`src/rtl/fdtd_sweep_ctrl.sv`:
```
// FDTD sweep sequencer: for each time step, reads every cell for the H update and then for the E update.
// Write-back strobes follow each read by PIPE_LATENCY cycles. Each phase drains before the next phase starts.
module fdtd_sweep_ctrl #(
    parameter int ADDR_WIDTH   = 10,
    parameter int STEP_WIDTH   = 16,
    parameter int PIPE_LATENCY = 2
) (
    input  logic                  CLK,
    input  logic                  RST,
    input  logic                  start_i,
    input  logic                  abort_i,
    input  logic [ADDR_WIDTH-1:0] cell_count_i,
    input  logic [STEP_WIDTH-1:0] step_count_i,
    input  logic                  rd_stall_i,
    output logic                  rd_en_o,
    output logic [ADDR_WIDTH-1:0] rd_addr_o,
    output logic                  wr_en_o,
    output logic [ADDR_WIDTH-1:0] wr_addr_o,
    output logic                  phase_o,
    output logic [STEP_WIDTH-1:0] step_idx_o,
    output logic                  busy_o,
    output logic                  done_o
);

    typedef enum logic [2:0] {
        S_IDLE, S_H_RD, S_H_DRAIN, S_E_RD, S_E_DRAIN, S_DONE
    } state_t;

    state_t                  state_q;
    logic [ADDR_WIDTH-1:0]   cell_q;
    logic [ADDR_WIDTH-1:0]   cell_cnt_q;
    logic [STEP_WIDTH-1:0]   step_cnt_q;
    logic [STEP_WIDTH-1:0]   step_idx_q;
    logic                    phase_q;
    logic [PIPE_LATENCY-1:0] vld_q;
    logic [ADDR_WIDTH-1:0]   addr_q [PIPE_LATENCY];

    logic in_rd;
    logic last_cell;
    logic last_step;

    assign in_rd     = (state_q == S_H_RD) || (state_q == S_E_RD);
    // Comparing against count-1 avoids needing a counter that can reach 2^ADDR_WIDTH.
    assign last_cell = (cell_q == cell_cnt_q - ADDR_WIDTH'(1));
    assign last_step = (step_idx_q == step_cnt_q - STEP_WIDTH'(1));

    assign rd_en_o    = in_rd && !rd_stall_i;
    assign rd_addr_o  = cell_q;
    assign wr_en_o    = vld_q[PIPE_LATENCY-1];
    assign wr_addr_o  = vld_q[PIPE_LATENCY-1] ? addr_q[PIPE_LATENCY-1] : '0;
    assign phase_o    = phase_q;
    assign step_idx_o = step_idx_q;
    assign busy_o     = (state_q != S_IDLE);
    assign done_o     = (state_q == S_DONE);

    always_ff @(posedge CLK or posedge RST) begin
        if (RST) begin
            state_q    <= S_IDLE;
            cell_q     <= '0;
            cell_cnt_q <= '0;
            step_cnt_q <= '0;
            step_idx_q <= '0;
            phase_q    <= 1'b0;
            vld_q      <= '0;
            for (int i = 0; i < PIPE_LATENCY; i++) begin
                addr_q[i] <= '0;
            end
        end else begin
            vld_q[0]  <= rd_en_o;
            addr_q[0] <= rd_addr_o;
            for (int i = 1; i < PIPE_LATENCY; i++) begin
                vld_q[i]  <= vld_q[i-1];
                addr_q[i] <= addr_q[i-1];
            end

            if (abort_i && state_q != S_IDLE) begin
                // Dropping the valids cancels every write still in flight.
                state_q    <= S_IDLE;
                vld_q      <= '0;
                cell_q     <= '0;
                step_idx_q <= '0;
                phase_q    <= 1'b0;
            end else begin
                case (state_q)
                    S_IDLE: begin
                        if (start_i) begin
                            if (cell_count_i == '0 || step_count_i == '0) begin
                                state_q <= S_DONE;
                            end else begin
                                cell_cnt_q <= cell_count_i;
                                step_cnt_q <= step_count_i;
                                cell_q     <= '0;
                                step_idx_q <= '0;
                                phase_q    <= 1'b0;
                                state_q    <= S_H_RD;
                            end
                        end
                    end
                    S_H_RD, S_E_RD: begin
                        if (rd_en_o) begin
                            if (last_cell) begin
                                cell_q  <= '0;
                                state_q <= (state_q == S_H_RD) ? S_H_DRAIN : S_E_DRAIN;
                            end else begin
                                cell_q <= cell_q + ADDR_WIDTH'(1);
                            end
                        end
                    end
                    S_H_DRAIN: begin
                        if (vld_q == '0) begin
                            phase_q <= 1'b1;
                            state_q <= S_E_RD;
                        end
                    end
                    S_E_DRAIN: begin
                        if (vld_q == '0) begin
                            phase_q <= 1'b0;
                            if (last_step) begin
                                state_q <= S_DONE;
                            end else begin
                                step_idx_q <= step_idx_q + STEP_WIDTH'(1);
                                state_q    <= S_H_RD;
                            end
                        end
                    end
                    S_DONE:  state_q <= S_IDLE;
                    default: state_q <= S_IDLE;
                endcase
            end
        end
    end

endmodule

```
`config.mk`:
```
export PLATFORM = sky130hd
export DESIGN_NAME = fdtd_sweep_ctrl
export DESIGN_NICKNAME = d
export VERILOG_FILES = /design/src/rtl/fdtd_sweep_ctrl.sv
export SDC_FILE = /design/constraint.sdc
export NUM_CORES = 1
export LEC_CHECK = 0
export ABC_AREA = 1
export BUFFER_PORTS_ARGS = -buffer_cell sky130_fd_sc_hd__buf_2
export CAP_MARGIN = 0
export CORE_MARGIN = 5
export CORE_UTILIZATION = 55
export CTS_CLUSTER_SIZE = 40
export DETAILED_ROUTE_END_ITERATION = 8
export PLACE_DENSITY = 0.78
export REMOVE_ABC_BUFFERS = 1
export SYNTH_ARGS = -nofsm -noshare
export SYNTH_HDL_FRONTEND = slang
export SYNTH_SLANG_ARGS = --single-unit
```
`constraint.sdc`:
```
create_clock -name CLK -period 3.5 [get_ports CLK]
set_input_delay 0.7 -clock CLK [delete_from_list [all_inputs] [get_ports CLK]]
set_output_delay 0.7 -clock CLK [all_outputs]
set_load 0.005 [all_outputs]
```
# --- Word-level counts from Yosys, hierarchy flattened ---
# Cells that the tools add are included.
op_classes:
  mux: 30
  reduce_logical: 19
  eq_ne: 14
  add_sub_neg: 4
  bitwise_logic: 2
op_table:
  columns: ["cell", "count"]
  rows:
  - ["$mux W16", 5]
  - ["$mux W10", 6]
  - ["$pmux W16 S2", 1]
  - ["$mux W3", 9]
  - ["$ne A3 B3 Y1 const B", 7]
  - ["$pmux W10 S2", 1]
  - ["$add A16 B1 Y16 const B", 1]
  - ["$eq A16 B16 Y1", 1]
  - ["$logic_not A16 Y1", 1]
  - ["$sub A16 B1 Y16 const B", 1]
  - ["$reduce_and A5 Y1", 3]
  - ["$pmux W3 S4", 1]
  - ["$add A10 B1 Y10 const B", 1]
  - ["$eq A10 B10 Y1", 1]
  - ["$logic_not A10 Y1", 1]
  - ["$sub A10 B1 Y10 const B", 1]
  - ["$reduce_bool A3 Y1", 3]
  - ["$reduce_and A4 Y1", 2]
  - ["$eq A3 B2 Y1 const B", 2]
  - ["$eq A3 B3 Y1 const B", 2]
  - ["$mux W1", 5]
  - ["$reduce_bool A4 Y1", 1]
  - ["$eq A3 B1 Y1 const B", 1]
  - ["$logic_not A3 Y1", 1]
  - ["8 further kinds", 11]
totals:
  input_bits: 31
  register_bits: 78

# --- Longest topological paths before layout ---
depth:
  depth_word: 6
  ltp_mapped: 18
  ltp_nobuf: 17

# --- Least setup slack after synthesis ---
# OpenSTA, ideal clock, no wires.
synth_timing:
  path_kind: "register -> register"
  from: "register step_cnt_q[0]"
  to: "register step_idx_q[11], in the netlist step_idx_o[11]"
  arrival_ns: 1.843
  period_less_slack_ns: 1.960
  stages_incl_launch_ff: 17
  setup_ns: 0.117
  slack_ns: 1.540
  cell_sequence: "dfrtp_1 -> inv_2 -> ha_1 -> nand3_2 -> nor2_4 -> nand2_1 -> nand2_1 -> nand2_1 -> nor2_1 -> nand2_1 -> nor2_1 -> nand2_1 -> nand2_2 -> nand2_4 -> buf_2 -> nand3_1 -> nand2_1"
synth_via:
  elab_chain_len: 4
synth_lines:
  columns: ["item", "line_no", "source"]
  rows:
  - ["start, declared", "32", "logic [STEP_WIDTH-1:0] step_cnt_q;"]
  - ["start signal, assigned", "91", "step_cnt_q <= step_count_i;"]
  - ["$sub A16 B1 Y16", "45", "assign last_step = (step_idx_q == step_cnt_q - STEP_WIDTH'(1));"]
  - ["$eq A16 B16 Y1", "45", null]
  - ["$ne A3 B3 Y1 (no source line)", null, null]
  - ["$reduce_and A5 Y1 (no source line)", null, null]
  - ["end signal, assigned", "121", "step_idx_q <= step_idx_q + STEP_WIDTH'(1);"]
  - ["end, declared", "33", "logic [STEP_WIDTH-1:0] step_idx_q;"]
# No other way between the ends.
# A chain may end at the register's enable or synchronous reset.

# --- Worst setup path after layout ---
layout_timing:
  from: "register state_q[1]"
  to: "register step_idx_q[11], in the netlist step_idx_o[11]"
layout_via:
  elab_chain_len: 4
layout_lines:
  columns: ["item", "line_no", "source"]
  rows:
  - ["start, declared", "29", "state_t state_q;"]
  - ["start signal, assigned", "103", "state_q <= (state_q == S_H_RD) ? S_H_DRAIN : S_E_DRAIN;"]
  - ["$reduce_bool A3 Y1", "76", "if (abort_i && state_q != S_IDLE) begin"]
  - ["$logic_and A1 B1 Y1", "76", null]
  - ["$ne A3 B3 Y1 (no source line) / $reduce_bool A3 Y1 (equally long branches)", null, null]
  - ["$reduce_and A5 Y1 (no source line)", null, null]
# Parallel ways exist; a longest one is shown, timed or not.

==> flow_summary.toml <==
[drt]
routed_wl_um = 11000
drt_pass1_iterations = 5
drt-initial-drc-count = 253
vias = 4261
routedWlPerCell_um = 13.5
vias_per_cell = 5.22
ant_nets = 0
drc_errors = 0

[synthesis]
ys_top_cells_by_area = "dfrtp_1 (42%), nand2_1 (13%), inv_1 (6.8%)"
avgSynthCellArea_um2 = 7.39
ys_warn_count = 0
synthCells = 636
synth_area_mm2 = 0.00470
post-synth-top-count-cell = "nand2_1"
synth_top_cell_area_share_pct = 41.5
ys_seq_area_share_pct = 41.5
synth_edf_count = 0
yosysTopAreaCell = "dfrtp_1"
ys_types = 42
synth_commonest_cells = "nand2_1 (169), inv_1 (85), dfrtp_1 (78)"
async_flop_share_pct = 100
synth_seq_cells = 78
synth-main-ff-cell = "dfrtp_1"

[cts]
tritoncts = "built"
clk-insertion-delay-late_ps = 350
cts.sinks = 78
htree_levels = 3
post-cts-setup-buffer-count = 0
cts.path.max_buffers = 2
numCtsBuffers = 9
cts_hold_buffers = 0
ctsResizeCount = 0
cts_root_buf = "clkbuf_8"
cts.clk_slew.worst_paths_ps = 80

[timing]
drv_slew = 0
clock_skew_ps = 6.35
worstMarginPinSlew_ps = 843
rsz0062_at_grt = "false"
fin_crit_sh_pct = 67.2
period_minus_slack_ps = 2350
fin_setup_tns_ps = 0
fmax_ghz = 0.425
finalHoldViolations = 0
slew-limit-headroom_pct = 43.7
setup_viol = 0

[grt]
grt_pass1_vias = 4088
grt_pass1_wl_um = 18800
grt_overflow = 0
grt_max_degree = 53
antenna_found_initial = 0
grt_usage_pct = 22.5

[worst_setup_path]
crit_path_max_fanout = 17
cp_common_cell = "nand2_1"
setup.worst_path.start_class = "register"
worst-r2r-setup-slack_ps = 1150
worstSetupPathType = "reg2reg"
slowest_stage = "and3_1"
arrival_ps = 2590
critPathTopFamily = "simple AND/OR/NAND/NOR gates"
crit_chain = "nor2_4 > nand2_4 > nand2_1 > o21ai_0 > inv_1 > nand2_1 > and3_1 > nand2_8 > nand2_1 > nand2_1"
cp.required_ps = 3740
path_buf_inv = 1
cp_slowest_stage_delay_ps = 630
endpoint_kind = "register"

[power_and_ir_drop]
p_leak_nw = 2.90
max-vdd-ir-drop_mv = 0.337
powerDensity_mw_per_mm2 = 673

[die]
ios = 72
core-area_mm2 = 0.00826
fp.dieW_um = 102
die_h_um = 102
rows = 33
die_area_mm2 = 0.0105
start_util_pct = 56.9

[run_status]
status = "completed"

[placed_design]
portBuffers = 71
dp.final_hpwl_um = 8480
place.gp.congestion = 0.954

[finish]
post-route-util_pct = 64.5
fin_nets = 742
drive_gt1_share_pct = 18.5
n_antenna_cell = 0
area_delta_synth_final_pct = 13.3

[flow_run]
drv_cap = 0

[hold_path]
hold_class = "reg2reg"
-- stage by stage --
| step | power (mW) | hold WS, ps | instance area (µm²) | std cells | worst slack, ps |
|---|---|---|---|---|---|
| after CTS | 3.59 | 355 | 5330 | 817 | 1170 |
| after global routing | 3.89 | 368 | 5330 | 817 | 895 |
| after floorplan | 2.52 | 331 | 4620 | 622 | 805 |
| final | 3.58 | 353 | 5330 | 817 | 1150 |
| after detailed placement | 2.90 | 335 | 5130 | 801 | 971 |
| after global placement | 2.83 | 334 | 5130 | 801 | 1070 |
-- layout make-up --
class	count	area, µm²
tap	105	131
multi-input combinational	451	2320
fill	727	2930
clock buffer	10	128
timing repair buffer	74	378
sequential	78	1950
clock inverter	6	70.1
inverter	93	349
-- routing by layer --
layer | global-route usage (%) | wire (µm) | vias up
li1 | - | - | 2143
met1 | 31.1 | 5090 | 1990
met2 | 35.7 | 5250 | 106
met3 | 3.75 | 500 | 22
met4 | 8.38 | 201 | 0
met5 | 0 | 0 | -
-- path summary, 6_finish.rpt --
kind                       startpoint             end  cells past startpoint
hold reg to reg            addr_q[13]       addr_q[3]                      0
min in group asynchronous         RST   step_cnt_q[1]                      2
max in group asynchronous         RST      addr_q[12]                      3
hold / removal             addr_q[13]       addr_q[3]                      0
setup / recovery           state_q[1]  step_idx_o[11]                     10
setup reg to reg           state_q[1]  step_idx_o[11]                     10
-- logic make-up (layout without fill, tap and decap cells) --
family                   after synthesis  count (layout)  share of synthesized area, %
flip-flops                            78              78                          41.5
AO/OA/AOI/OAI                         52              52                          6.18
adder cells (fa/ha/maj)                4               4                          1.06
buffers and inverters                107             183                          9.16
AND/OR/NAND/NOR                      366             366                          36.4
XOR/XNOR                              29              29                          5.70
-- report_power, final --
part | leakage [nW] | switching (mW) | internal, mW
clock | 0.0891 | 0.348 | 0.333
sequential | 1.04 | 0.232 | 1.09
combinational | 1.77 | 1.03 | 0.550
total | 2.90 | 1.61 | 1.98
-- sequential cells by signal (all words and copies together), names as in the netlist --
signal	cells
vld_q	2
phase_o	1
cell_cnt_q	10
state_q	3
step_cnt_q	16
step_idx_o	16
rd_addr_o	10
addr_q	20
-- cell usage in the layout (no fill, tap or decap), drive strengths merged, types with 2 or more instances in the layout --
cell type	instances
nand2	187
buf	74
xor2	20
ha	4
a21oi	3
clkbuf	10
nand4	19
xnor2	8
or2	3
clkinv	2
nand3b	9
nor2	79
inv	93
nand3	41
o21ai	44
dfrtp	78
nor3	22
clkinvlp	3
nor3b	4
(Power assumes the default switching activity.)
